## src/rtl/chunked_serial_adder.sv

```systemverilog
// chunked_serial_adder
//   Multi-cycle adder/subtractor. It processes WIDTH-bit operands CHUNK bits
//   per clock and keeps the carry in a register between chunks. The result
//   appears WIDTH/CHUNK cycles after the operands are accepted.
//
//   Ports
//     clk        rising-edge clock
//     rst        asynchronous, active-high reset
//     in_valid   operands/mode valid
//     in_ready   block can accept a new operation (state IDLE)
//     a, b       WIDTH-bit operands (unsigned or two's complement)
//     cin        carry-in (add) / borrow-in (sub)
//     sub        0: a+b+cin   1: a-b-cin
//     out_valid  result valid; held until accepted
//     out_ready  downstream accepts the result
//     sum        WIDTH-bit result
//     cout       carry-out; in sub mode 1 means no borrow
//     ovf        signed overflow of the WIDTH-bit operation
//     busy       chunk additions in progress (state CALC)
module chunked_serial_adder #(
  parameter int WIDTH = 16,
  parameter int CHUNK = 4
) (
  input  logic             clk,
  input  logic             rst,
  input  logic             in_valid,
  output logic             in_ready,
  input  logic [WIDTH-1:0] a,
  input  logic [WIDTH-1:0] b,
  input  logic             cin,
  input  logic             sub,
  output logic             out_valid,
  input  logic             out_ready,
  output logic [WIDTH-1:0] sum,
  output logic             cout,
  output logic             ovf,
  output logic             busy
);

  localparam int N   = WIDTH / CHUNK;
  localparam int CW  = (N > 1) ? $clog2(N) : 1;
  localparam int MSB = WIDTH - 1;
  localparam logic [CW-1:0] LAST = CW'(N - 1);

  generate
    if (WIDTH < 2 || CHUNK < 1 || (WIDTH % CHUNK) != 0) begin : g_bad_params
      $error("chunked_serial_adder: WIDTH must be >= 2 and a multiple of CHUNK");
    end
  endgenerate

  typedef enum logic [1:0] {
    IDLE = 2'd0,
    CALC = 2'd1,
    DONE = 2'd2
  } state_t;

  state_t state_q, state_d;

  logic [WIDTH-1:0] a_q;
  logic [WIDTH-1:0] bq_q;      // b, already inverted for subtraction
  logic             carry_q;
  logic [CW-1:0]    cnt_q;

  logic [CHUNK-1:0] a_chunk;
  logic [CHUNK-1:0] b_chunk;
  logic [CHUNK:0]   chunk_sum;
  logic             accept;

  assign in_ready = (state_q == IDLE);
  assign busy     = (state_q == CALC);
  assign accept   = in_valid & in_ready;

  // NOTE: sequential state uses non-blocking assignments so every register
  // samples pre-edge values; blocking here would create order-dependent races.
  always_ff @(posedge clk or posedge rst) begin
    if (rst) state_q <= IDLE;
    else     state_q <= state_d;
  end

  // NOTE: every combinational output gets a default before the case, so no
  // path leaves it unassigned and no latch is inferred.
  always_comb begin
    state_d = state_q;
    unique case (state_q)
      IDLE:    if (accept)          state_d = CALC;
      CALC:    if (cnt_q == LAST)   state_d = DONE;
      DONE:    if (out_ready)       state_d = IDLE;
      default:                      state_d = IDLE;
    endcase
  end

  // One CHUNK-wide add per cycle; this is the only carry chain in the block.
  always_comb begin
    a_chunk   = a_q[int'(cnt_q)*CHUNK +: CHUNK];
    b_chunk   = bq_q[int'(cnt_q)*CHUNK +: CHUNK];
    chunk_sum = {1'b0, a_chunk} + {1'b0, b_chunk} + {{CHUNK{1'b0}}, carry_q};
  end

  // NOTE: operand holding registers are deliberately not reset; they are
  // only read after a capture, so their power-up value never matters.
  always_ff @(posedge clk) begin
    if (accept) begin
      a_q  <= a;
      bq_q <= sub ? ~b : b;
    end
  end

  always_ff @(posedge clk or posedge rst) begin
    if (rst) begin
      sum       <= '0;
      cout      <= 1'b0;
      ovf       <= 1'b0;
      out_valid <= 1'b0;
      carry_q   <= 1'b0;
      cnt_q     <= '0;
    end else begin
      unique case (state_q)
        IDLE: begin
          if (accept) begin
            // Subtraction is a + ~b + ~cin, so the borrow-in is inverted too.
            carry_q <= sub ? ~cin : cin;
            cnt_q   <= '0;
          end
        end
        CALC: begin
          sum[int'(cnt_q)*CHUNK +: CHUNK] <= chunk_sum[CHUNK-1:0];
          carry_q <= chunk_sum[CHUNK];
          cnt_q   <= cnt_q + CW'(1);
          if (cnt_q == LAST) begin
            // The last chunk holds the MSB, so its top sum bit is sum[MSB].
            cout      <= chunk_sum[CHUNK];
            ovf       <= (a_q[MSB] == bq_q[MSB]) & (chunk_sum[CHUNK-1] != a_q[MSB]);
            out_valid <= 1'b1;
            cnt_q     <= '0;
          end
        end
        DONE: begin
          if (out_ready) out_valid <= 1'b0;
        end
        default: ;
      endcase
    end
  end

endmodule

```

## config.mk

```make
export PLATFORM = sky130hd
export DESIGN_NAME = chunked_serial_adder
export DESIGN_NICKNAME = d
export VERILOG_FILES = /design/src/rtl/chunked_serial_adder.sv
export SDC_FILE = /design/constraint.sdc
export NUM_CORES = 1
export LEC_CHECK = 0
export BUFFER_PORTS_ARGS = -buffer_cell sky130_fd_sc_hd__buf_2
export CORE_ASPECT_RATIO = 1.75
export CORE_MARGIN = 2
export CORE_UTILIZATION = 40
export DETAILED_ROUTE_END_ITERATION = 10
export REMOVE_ABC_BUFFERS = 1
export SYNTH_ARGS = -nofsm -noshare
export SYNTH_HDL_FRONTEND = slang
export SYNTH_SLANG_ARGS = --single-unit
```

## constraint.sdc

```tcl
create_clock -name clk -period 8.5 [get_ports clk]
set_input_delay 1.275 -clock clk [delete_from_list [all_inputs] [get_ports clk]]
set_output_delay 1.275 -clock clk [all_outputs]
set_load 0.05 [all_outputs]
```

==> summary.txt <==
Mapped Cells: 174
Routed Antenna Nets: 0
Synth cell types: 35
Switching Share: 0.439
total CTS buffers: 5
final hold vios: 0
Worst Clk Skew: 0.00357 ns
Layout Cells excl Fill: 317
htree depth: 2
#FFs+latches synth: 56
Max VDD drop: 0.128 mV
Max Slew Vio Count: 0
hold crit path type: flop to flop
HP Start: sum[12]$_DFFE_PP0P_
vias per inst: 4.83
commonest non-fill, non-tap cell in the layout: buf_2
Starting DRT DRC Count: 80
# Post-CTS Setup Buffers: 0
Critical Path RT: 8.70 ns
post-synthesis instance area: 2540 µm²
FMAX: 343 MHz
Slew Limit Headroom: 0.410
First-pass DRT Iterations: 4
crit path kind: flop to flop
final wirelength: 4380 µm
unrepaired setup endpoints after global routing: no
CTS clk-pin slew, worst paths: 0.09 ns
CP Max Fanout: 16
Tightest Pin Transition: 0.884 ns
area delta synth->final: 18.1%
Total Neg Setup Slack: 0 ns
Final setup viols: 0
Max clock buf depth: 2
Remaining DRCs: 0
CTS Hold Buffers Added: 0
final design utilization: 0.486
Die ar.: 7040 µm²
FF-to-FF Start: cnt_q[0]$_DFFE_PP0P_
sequential area share after synthesis: 0.614
first-pass GRT wire length: 7420 µm
Port Buffers: 58
FF-to-FF setup slack: 5.58 ns
power share of the sequential group: 0.370
r2r worst-path depth: 6
nets@finish: 285
CP startpoint: cnt_q[0]$_DFFE_PP0P_
CTS resizes: 0
commonest non-fill, non-tap cells in the layout: buf_2, edfxtp_1, dfrtp_1, xor2_1, nand2_1
Overflow after GRT: 0
worst path arrival time: 3.11 ns
Worst R2R End: sum[7]$_DFFE_PP0P_
total track usage: 0.139
PD cells: 378 nW/µm²
Max Cap Viol: 0
largest net degree at the start of global routing: 34
Setup WS post-layout: 5.58 ns
vias in the first global route: 1,572
core area: 6180 µm²
Placed Instances: 309
yosys warns: 0
# IOs: 59
initial antenna violation count: 0
CTS sink cnt: 56
Site Rows: 38
Leak: 1.31 nW
Int Pwr: 0.637 mW
width of the die: 64.3 µm
pre-CTS setup slack: 5.55 ns
Via Count: 1,530
CP startpoint kind: flop
Tmin final: 2.92 ns
Psw: 0.499 mW
Final Total Pwr: 1.14 mW
Setup crit end: sum[7]$_DFFE_PP0P_
# diodes: 0
status: finished, final reports clean
Initial Util: 0.412
final period utilization: 0.343
combinational share of power: 0.509
Clock Latency Late Sink: 0.30 ns
clock share of power: 0.121
GPL Wtd Cong: 0.802
average wire per cell in the routed design: 13.8 µm
Worst setup EP type: flop
Clock Tree Root: clkbuf_8
die height: 110 µm
CTS tree: built
layout cell share with drive strength beyond 1: 0.371
post-DP HPWL: 3390 µm
Syn Area/Cell: 14.6 µm²
==> sequential cells by signal, summed over array words and instances (netlist names) <==
signal / count
state_q: 2
carry_q: 1
a_q: 16
bq_q: 16
sum: 16
cnt_q: 2
ovf: 1
cout: 1
out_valid: 1
==> area by class of cell <==
type / count / area (µm²)
fillers: 593 / 3170
well taps: 80 / 100
clock inverters: 3 / 13.8
inverters: 7 / 26.3
flip-flops and latches: 56 / 1560
multi-input cells: 106 / 931
repair buffers: 60 / 305
clock buffers: 5 / 68.8
==> worst max-delay path, stage by stage, from the launching register on <==
cell	delay, ns
dfrtp_1	0.81
mux4_2	0.60
fa_1	0.45
and3_4	0.20
or3_4	0.37
and2_4	0.18
a22o_1	0.19
==> power groups by stage <==
stage | registers (mW) | logic, mW | clock network, mW
finish | 0.420 | 0.578 | 0.138
global route | 0.433 | 0.636 | 0.154
CTS | 0.424 | 0.588 | 0.142
detailed placement | 0.430 | 0.587 | 0
global placement | 0.428 | 0.582 | 0
floorplan | 0.516 | 0.345 | 0
==> cells in the mapped netlist <==
cell      instances  area (µm²)
nand2b_1          1        6.26
ha_1              9         113
a21o_1            2        15.0
mux4_2            8         180
a41oi_2           1        16.3
fa_1              2        40.0
a21oi_1           3        15.0
a22o_1           12         105
buf_4             1        7.51
nor2_2            2        12.5
or3_1             1        6.26
o21ai_1           4        20.0
dfrtp_1          24         601
nand2_2           4        25.0
a21o_2            1        8.76
edfxtp_1         32         961
o21bai_1          1        7.51
inv_1             5        18.8
buf_2             3        15.0
xnor2_1           1        8.76
nand3_1           2        10.0
nor2b_1           2        12.5
nor2_1            7        26.3
a22oi_1           1        7.51
clkbuf_1          1        3.75
and2_4            1        8.76
or3_4             1        11.3
xor2_1           17         149
nand2_1          13        48.8
and3_4            1        11.3
and2_1            1        6.26
o31ai_1           6        45.0
inv_2             2        7.51
mux2i_1           1        10.0
o21ai_0           1        5.00
==> through the flow <==
| step | area, µm² | hold WS [ns] |
|---|---|---|
| finish | 3010 | 0.482 |
| global route | 3010 | 0.514 |
| CTS | 3010 | 0.493 |
| detailed placement | 2920 | 0.472 |
| global placement | 2920 | 0.466 |
| floorplan | 2520 | 0.480 |
==> kinds of logic (layout without fill, tap and decap cells) <==
kind of cell | Yosys count | after routing | synth area share
flip-flops | 56 | 56 | 0.614
AO/OA/AOI/OAI | 32 | 32 | 0.0964
XOR/XNOR | 18 | 18 | 0.0619
multiplexers | 9 | 9 | 0.0747
adder cells (fa/ha/maj) | 11 | 11 | 0.0600
buffers and inverters | 12 | 75 | 0.0206
AND/OR/NAND/NOR | 36 | 36 | 0.0728
==> routing by layer <==
layer / track usage / part of all wire
met5: 0 / 0
met4: 0.0502 / 0.015
met3: 0.0307 / 0.045
met2: 0.255 / 0.54
met1: 0.156 / 0.40
==> how the worst min path moves through the flow <==
stage | to | slack [ns] | cells past startpoint
finish | sum[12]$_DFFE_PP0P_ | 0.48 | 2
global route | sum[12]$_DFFE_PP0P_ | 0.51 | 2
CTS | sum[12]$_DFFE_PP0P_ | 0.49 | 2
detailed placement | sum[12]$_DFFE_PP0P_ | 0.47 | 2
global placement | sum[12]$_DFFE_PP0P_ | 0.47 | 2
floorplan | state_q[0]$_DFFE_PP0P_ | 0.48 | 1
No activity file was read; power rests on OpenSTA's default activity.
